$ cat config.mk
export PLATFORM = sky130hd
export DESIGN_NAME = stopwatch_set_ctrl
export DESIGN_NICKNAME = d
export VERILOG_FILES = /design/src/rtl/stopwatch_set_ctrl.sv
export SDC_FILE = /design/constraint.sdc
export NUM_CORES = 1
export LEC_CHECK = 0
export BUFFER_PORTS_ARGS = -buffer_cell sky130_fd_sc_hd__buf_2
export CAP_MARGIN = 0
export CORE_ASPECT_RATIO = 1.5
export CORE_UTILIZATION = 55
export CTS_BUF_LIST = sky130_fd_sc_hd__clkbuf_4
export CTS_CLUSTER_SIZE = 20
export DETAILED_ROUTE_END_ITERATION = 8
export GPL_TIMING_DRIVEN = 0
export PLACE_DENSITY = 0.82
export SLEW_MARGIN = 10
export SYNTH_ARGS = -nofsm -noshare
export SYNTH_HDL_FRONTEND = slang
export SYNTH_SLANG_ARGS = --single-unit
$ cat constraint.sdc
create_clock -name clk -period 5.4 [get_ports clk]
set_input_delay 1.08 -clock clk [delete_from_list [all_inputs] [get_ports clk]]
set_output_delay 1.08 -clock clk [all_outputs]
set_load 0.1 [all_outputs]
$ cat src/rtl/stopwatch_set_ctrl.sv
// Front-panel time-set controller: debounces three buttons and issues per-digit set strobes.
// Optional display blink is built only when STOPWATCH_SET_BLINK_EN is defined.
module stopwatch_set_ctrl #(
    parameter int unsigned DEBOUNCE_CYCLES = 16,
    parameter int unsigned BLINK_CYCLES    = 1024
) (
    input  logic       clk,
    input  logic       rst_n,
    input  logic       btn_mode,
    input  logic       btn_inc,
    input  logic       btn_confirm,
    output logic       run_en,
    output logic       set,
    output logic [5:0] select,
    output logic [3:0] digit_value,
    output logic [2:0] edit_idx,
    output logic       blink
);

    localparam int unsigned DbW = $clog2(DEBOUNCE_CYCLES);

    typedef enum logic [1:0] {StRun, StEdit, StCommit, StCommitExit} state_e;

    // Button vector bit order: 0 = inc, 1 = mode, 2 = confirm.
    logic [2:0]     raw;
    logic [2:0]     sync1_q, sync2_q, level_q, press_q;
    logic [DbW-1:0] cnt_q [3];

    state_e     state_q, state_d;
    logic [2:0] idx_q, idx_d;
    logic [3:0] val_q, val_d;

    assign raw = {btn_confirm, btn_mode, btn_inc};

    always_ff @(posedge clk) begin
        if (!rst_n) begin
            sync1_q <= '0;
            sync2_q <= '0;
            level_q <= '0;
            press_q <= '0;
            for (int i = 0; i < 3; i++) cnt_q[i] <= '0;
        end else begin
            sync1_q <= raw;
            sync2_q <= sync1_q;
            press_q <= '0;
            for (int i = 0; i < 3; i++) begin
                if (sync2_q[i] == level_q[i]) begin
                    cnt_q[i] <= '0;
                end else if (cnt_q[i] == DbW'(DEBOUNCE_CYCLES - 1)) begin
                    cnt_q[i]   <= '0;
                    level_q[i] <= sync2_q[i];
                    press_q[i] <= sync2_q[i];
                end else begin
                    cnt_q[i] <= cnt_q[i] + 1'b1;
                end
            end
        end
    end

    function automatic logic [3:0] digit_max(input logic [2:0] idx);
        case (idx)
            3'd1, 3'd3: digit_max = 4'd5;
            3'd5:       digit_max = 4'd2;
            default:    digit_max = 4'd9;
        endcase
    endfunction

    always_comb begin
        state_d = state_q;
        idx_d   = idx_q;
        val_d   = val_q;
        case (state_q)
            StRun: begin
                if (press_q[1]) begin
                    state_d = StEdit;
                    idx_d   = 3'd5;
                    val_d   = '0;
                end
            end
            StEdit: begin
                if (press_q[2]) begin
                    state_d = StCommitExit;
                end else if (press_q[1]) begin
                    state_d = StCommit;
                end else if (press_q[0]) begin
                    val_d = (val_q >= digit_max(idx_q)) ? 4'd0 : val_q + 4'd1;
                end
            end
            StCommit: begin
                if (idx_q == 3'd0) begin
                    state_d = StRun;
                end else begin
                    state_d = StEdit;
                    idx_d   = idx_q - 3'd1;
                    val_d   = '0;
                end
            end
            StCommitExit: state_d = StRun;
            default:      state_d = StRun;
        endcase
    end

    always_ff @(posedge clk) begin
        if (!rst_n) begin
            state_q <= StRun;
            idx_q   <= '0;
            val_q   <= '0;
        end else begin
            state_q <= state_d;
            idx_q   <= idx_d;
            val_q   <= val_d;
        end
    end

    assign run_en      = (state_q == StRun);
    assign set         = (state_q == StCommit) || (state_q == StCommitExit);
    assign select      = set ? (6'b000001 << idx_q) : 6'b000000;
    assign digit_value = val_q;
    assign edit_idx    = idx_q;

`ifdef STOPWATCH_SET_BLINK_EN
    localparam int unsigned BlW = $clog2(BLINK_CYCLES);

    logic           blink_q, blink_d;
    logic [BlW-1:0] blink_cnt_q, blink_cnt_d;
    logic           inc_in_edit;

    // Only an inc press that actually wins priority restarts the phase.
    assign inc_in_edit = (state_q == StEdit) && press_q[0] && !press_q[1] && !press_q[2];

    always_comb begin
        blink_d     = 1'b0;
        blink_cnt_d = '0;
        if (state_d == StEdit) begin
            if (state_q != StEdit || inc_in_edit) begin
                blink_d = 1'b1;
            end else if (blink_cnt_q == BlW'(BLINK_CYCLES - 1)) begin
                blink_d = ~blink_q;
            end else begin
                blink_d     = blink_q;
                blink_cnt_d = blink_cnt_q + 1'b1;
            end
        end
    end

    always_ff @(posedge clk) begin
        if (!rst_n) begin
            blink_q     <= 1'b0;
            blink_cnt_q <= '0;
        end else begin
            blink_q     <= blink_d;
            blink_cnt_q <= blink_cnt_d;
        end
    end

    assign blink = blink_q;
`else
    assign blink = 1'b0;
`endif

endmodule

==> results.md <==
* CP Data Arrival Time at 1.72 ns
* Pre-antenna DRT Iters at 4
* CP delay by family, top: buffers and inverters
* Post-DRT Antenna Nets at 0
* Compound-Gate Fraction of Synth Area at 7.38%
* Total Power at 0.000467 W
* Top-area cell type share of the netlist area at 25.6%
* CTS tree: yes
* Final Cycle Share at 51.8%
* Fmax achieved at 358 MHz
* Vias in the first global route at 1173
* Syn-to-layout area delta at 15.6%
* Post-synth EDFFs at 12
* Total negative slack at 0 ns
* Synth cell count leaders: dfxtp_1, nand3_1, nor2_1
* Max VDD drop at 182 uV
* CTS buffer count at 5
* Crit path capture type: output pin
* Die width at 46.6 um
* Row cnt at 23
* Initial Utilization at 59.5%
* Main combinational cell family by area after synthesis: simple AND/OR/NAND/NOR gates
* CP cell instances: buf_2 > inv_1 > nor2_1 > and2_1 > buf_2
* Initial DRC Count at 30
* Critical path required time at 4.32 ns
* Cell count after synthesis at 163
* H-tree Lvls at 2
* Slowest stage delay, CP at 0.42 ns
* Antenna violations before repair at 0
* Clock root cell: clkbuf_4
* Startpoint types: flop
* Worst hold slack at 0.451 ns
* Worst-path clk slew at 0.10 ns
* Finished Layout Cells at 237
* HP Class: reg -> reg
* First-pass GRT wire length at 4630 um
* Largest net degree at the start of global routing at 12
* Post-detail-place hpwl at 2270 um
* Remaining global-route overflow at 0
* Drt total wl at 2890 um
* Mux cell area share after synthesis at 1.83%
* Share of layout cells above drive strength 1 at 18.0%
* Placed cell count at 229
* Clock latency on the worst-skew pair at 0.33 ns
* Post_cts resized at 0
* Nets at 217
* Hold Violations, Final at 0
* Post-CTS Setup Bufs at 0
* Cell taking the most area after synthesis: dfxtp_1
* Distinct cells, synth at 37
* N_diodes at 0
* Max_cap viols at 0
* Simple-gate share of the synthesized area at 23.9%
* All-Layer GR Usage at 21.0%
* Min Tclk post-route at 2.80 ns
* DIE HEIGHT at 69.0 um
* Synth area leaders: dfxtp_1, edfxtp_1, ha_1, nand3_1, xor2_1
* Vias at 1215
* Top-Level Pins at 21
* Cell area after synthesis at 0.00164 sq mm
* Vias per inst at 5.13
* Syn_area_per_cell at 10.1 sq um
* Routed wire length per instance at 12.2 um
* Max clock buf depth at 2
* Crit path max fanout at 10
* Most common cell on crit path: buf_2
* Critical path class: reg -> out
* Unrepaired setup endpoints after global routing: no
* Dominant synthesized flop cell: dfxtp_1
* PD cells at 246 mW/mm^2
* Die area at 0.00322 sq mm
* Synth Area in Adders at 9.89%
* WP buf/inv at 3
* RD Place Congestion at 0.818
* Status: finished clean
* Final setup violation count at 0
* Most frequent cell after synthesis: dfxtp_1
* Slowest CP cell: buf_2
* Core Region at 0.00276 sq mm
* Sequential area share after synthesis at 47.5%
* Synth Warn # at 0
* CTS sink count at 33
* IO Port Bufs at 18
* Post-synth ARST share at 0%
* Leak Pwr at 0.887 nW
* Hold Buf Count CTS at 0
* Final Max Slew Viols at 0
* DRC viols at 0
* Final Skew at 0.00489 ns
* Xor/xnor share of the synthesized area at 4.79%
* Final core occ at 68.8%
* Flops & latches, synth at 33
[flip-flops by register name, summed over array words and instances, names as in the netlist]
register / cells
sync1_q: 3
sync2_q: 3
press_q: 3
level_q: 3
state_q: 2
digit_value: 4
edit_idx: 3
cnt_q: 12
[power breakdown]
| part | total [W] | internal, W | switching [W] | leakage, nW |
|---|---|---|---|---|
| clock | 0.000180 | 0.0000958 | 0.0000842 | 0.0389 |
| combinational | 0.0000194 | 0.00000717 | 0.0000122 | 0.554 |
| sequential | 0.000268 | 0.000264 | 0.00000421 | 0.294 |
| total | 0.000467 | 0.000367 | 0.000101 | 0.887 |
[cells in the final DEF, fill, tap and decap left out, types with 5 or more instances in the layout]
cell type	netlist	layout
buf_2	1	19
dfxtp_1	21	21
nor2_1	16	16
ha_1	13	13
conb_1	2	13
clkbuf_4	0	5
nand2_1	8	8
nand3_1	16	16
inv_1	9	9
o21ai_0	5	5
xor2_1	9	9
edfxtp_1	12	12
and2_1	10	10
[final timing paths]
kind,startpoint,endpoint,slack [ns],cells past startpoint
worst max-delay path,state_q[1]$_SDFFE_PN0P_,select[1],2.60,5
worst min-delay path,sync1_q[0]$_SDFF_PN0_,sync2_q[0]$_SDFF_PN0_,0.45,1
worst max register to register,edit_idx[1]$_SDFFE_PN0P_,digit_value[3]$_SDFFE_PN0P_,3.34,9
worst min register to register,sync1_q[0]$_SDFF_PN0_,sync2_q[0]$_SDFF_PN0_,0.45,1
[per-stage QoR]
step	setup slack, ns	instance area (sq um)
after floorplan	1.58	1690
after global placement	3.04	1820
after detailed placement	2.99	1820
after CTS	2.61	1900
after global routing	2.49	1900
final	2.60	1900
[per-layer routing]
metal	global-route usage (%)	routed length, um
met3	7.29	76
met5	0	0
met4	10.7	58
met1	21.2	1180
met2	36.6	1570
[layout make-up]
| type | count | area, sq um |
|---|---|---|
| clock buffers | 5 | 37.5 |
| plain buffers | 7 | 36.3 |
| multi-input cells | 125 | 835 |
| clock inverters | 3 | 41.3 |
| flip-flops and latches | 33 | 781 |
| well taps | 37 | 46.3 |
| repair buffers | 18 | 90.1 |
| fillers | 245 | 862 |
| inverters | 9 | 33.8 |
[logic make-up (layout without fill, tap and decap cells)]
| logic type | after synthesis | in the layout |
|---|---|---|
| simple gates | 71 | 71 |
| buf+inv | 16 | 42 |
| other cells | 2 | 13 |
| xor+xnor | 9 | 9 |
| compound gates | 16 | 16 |
| mux | 3 | 3 |
| fa+ha+maj | 13 | 13 |
| flops | 33 | 33 |
[worst reg2reg max path, delay by kind of cell (launching register included)]
kind | cells | cell delay [ns]
AOI/OAI and AO/OA | 3 | 0.68
buffers and inverters | 1 | 0.12
DFF | 1 | 0.35
and+or+nand+nor | 3 | 0.34
adders and majority gates | 2 | 0.51
No activity file was read; power rests on OpenSTA's default activity.
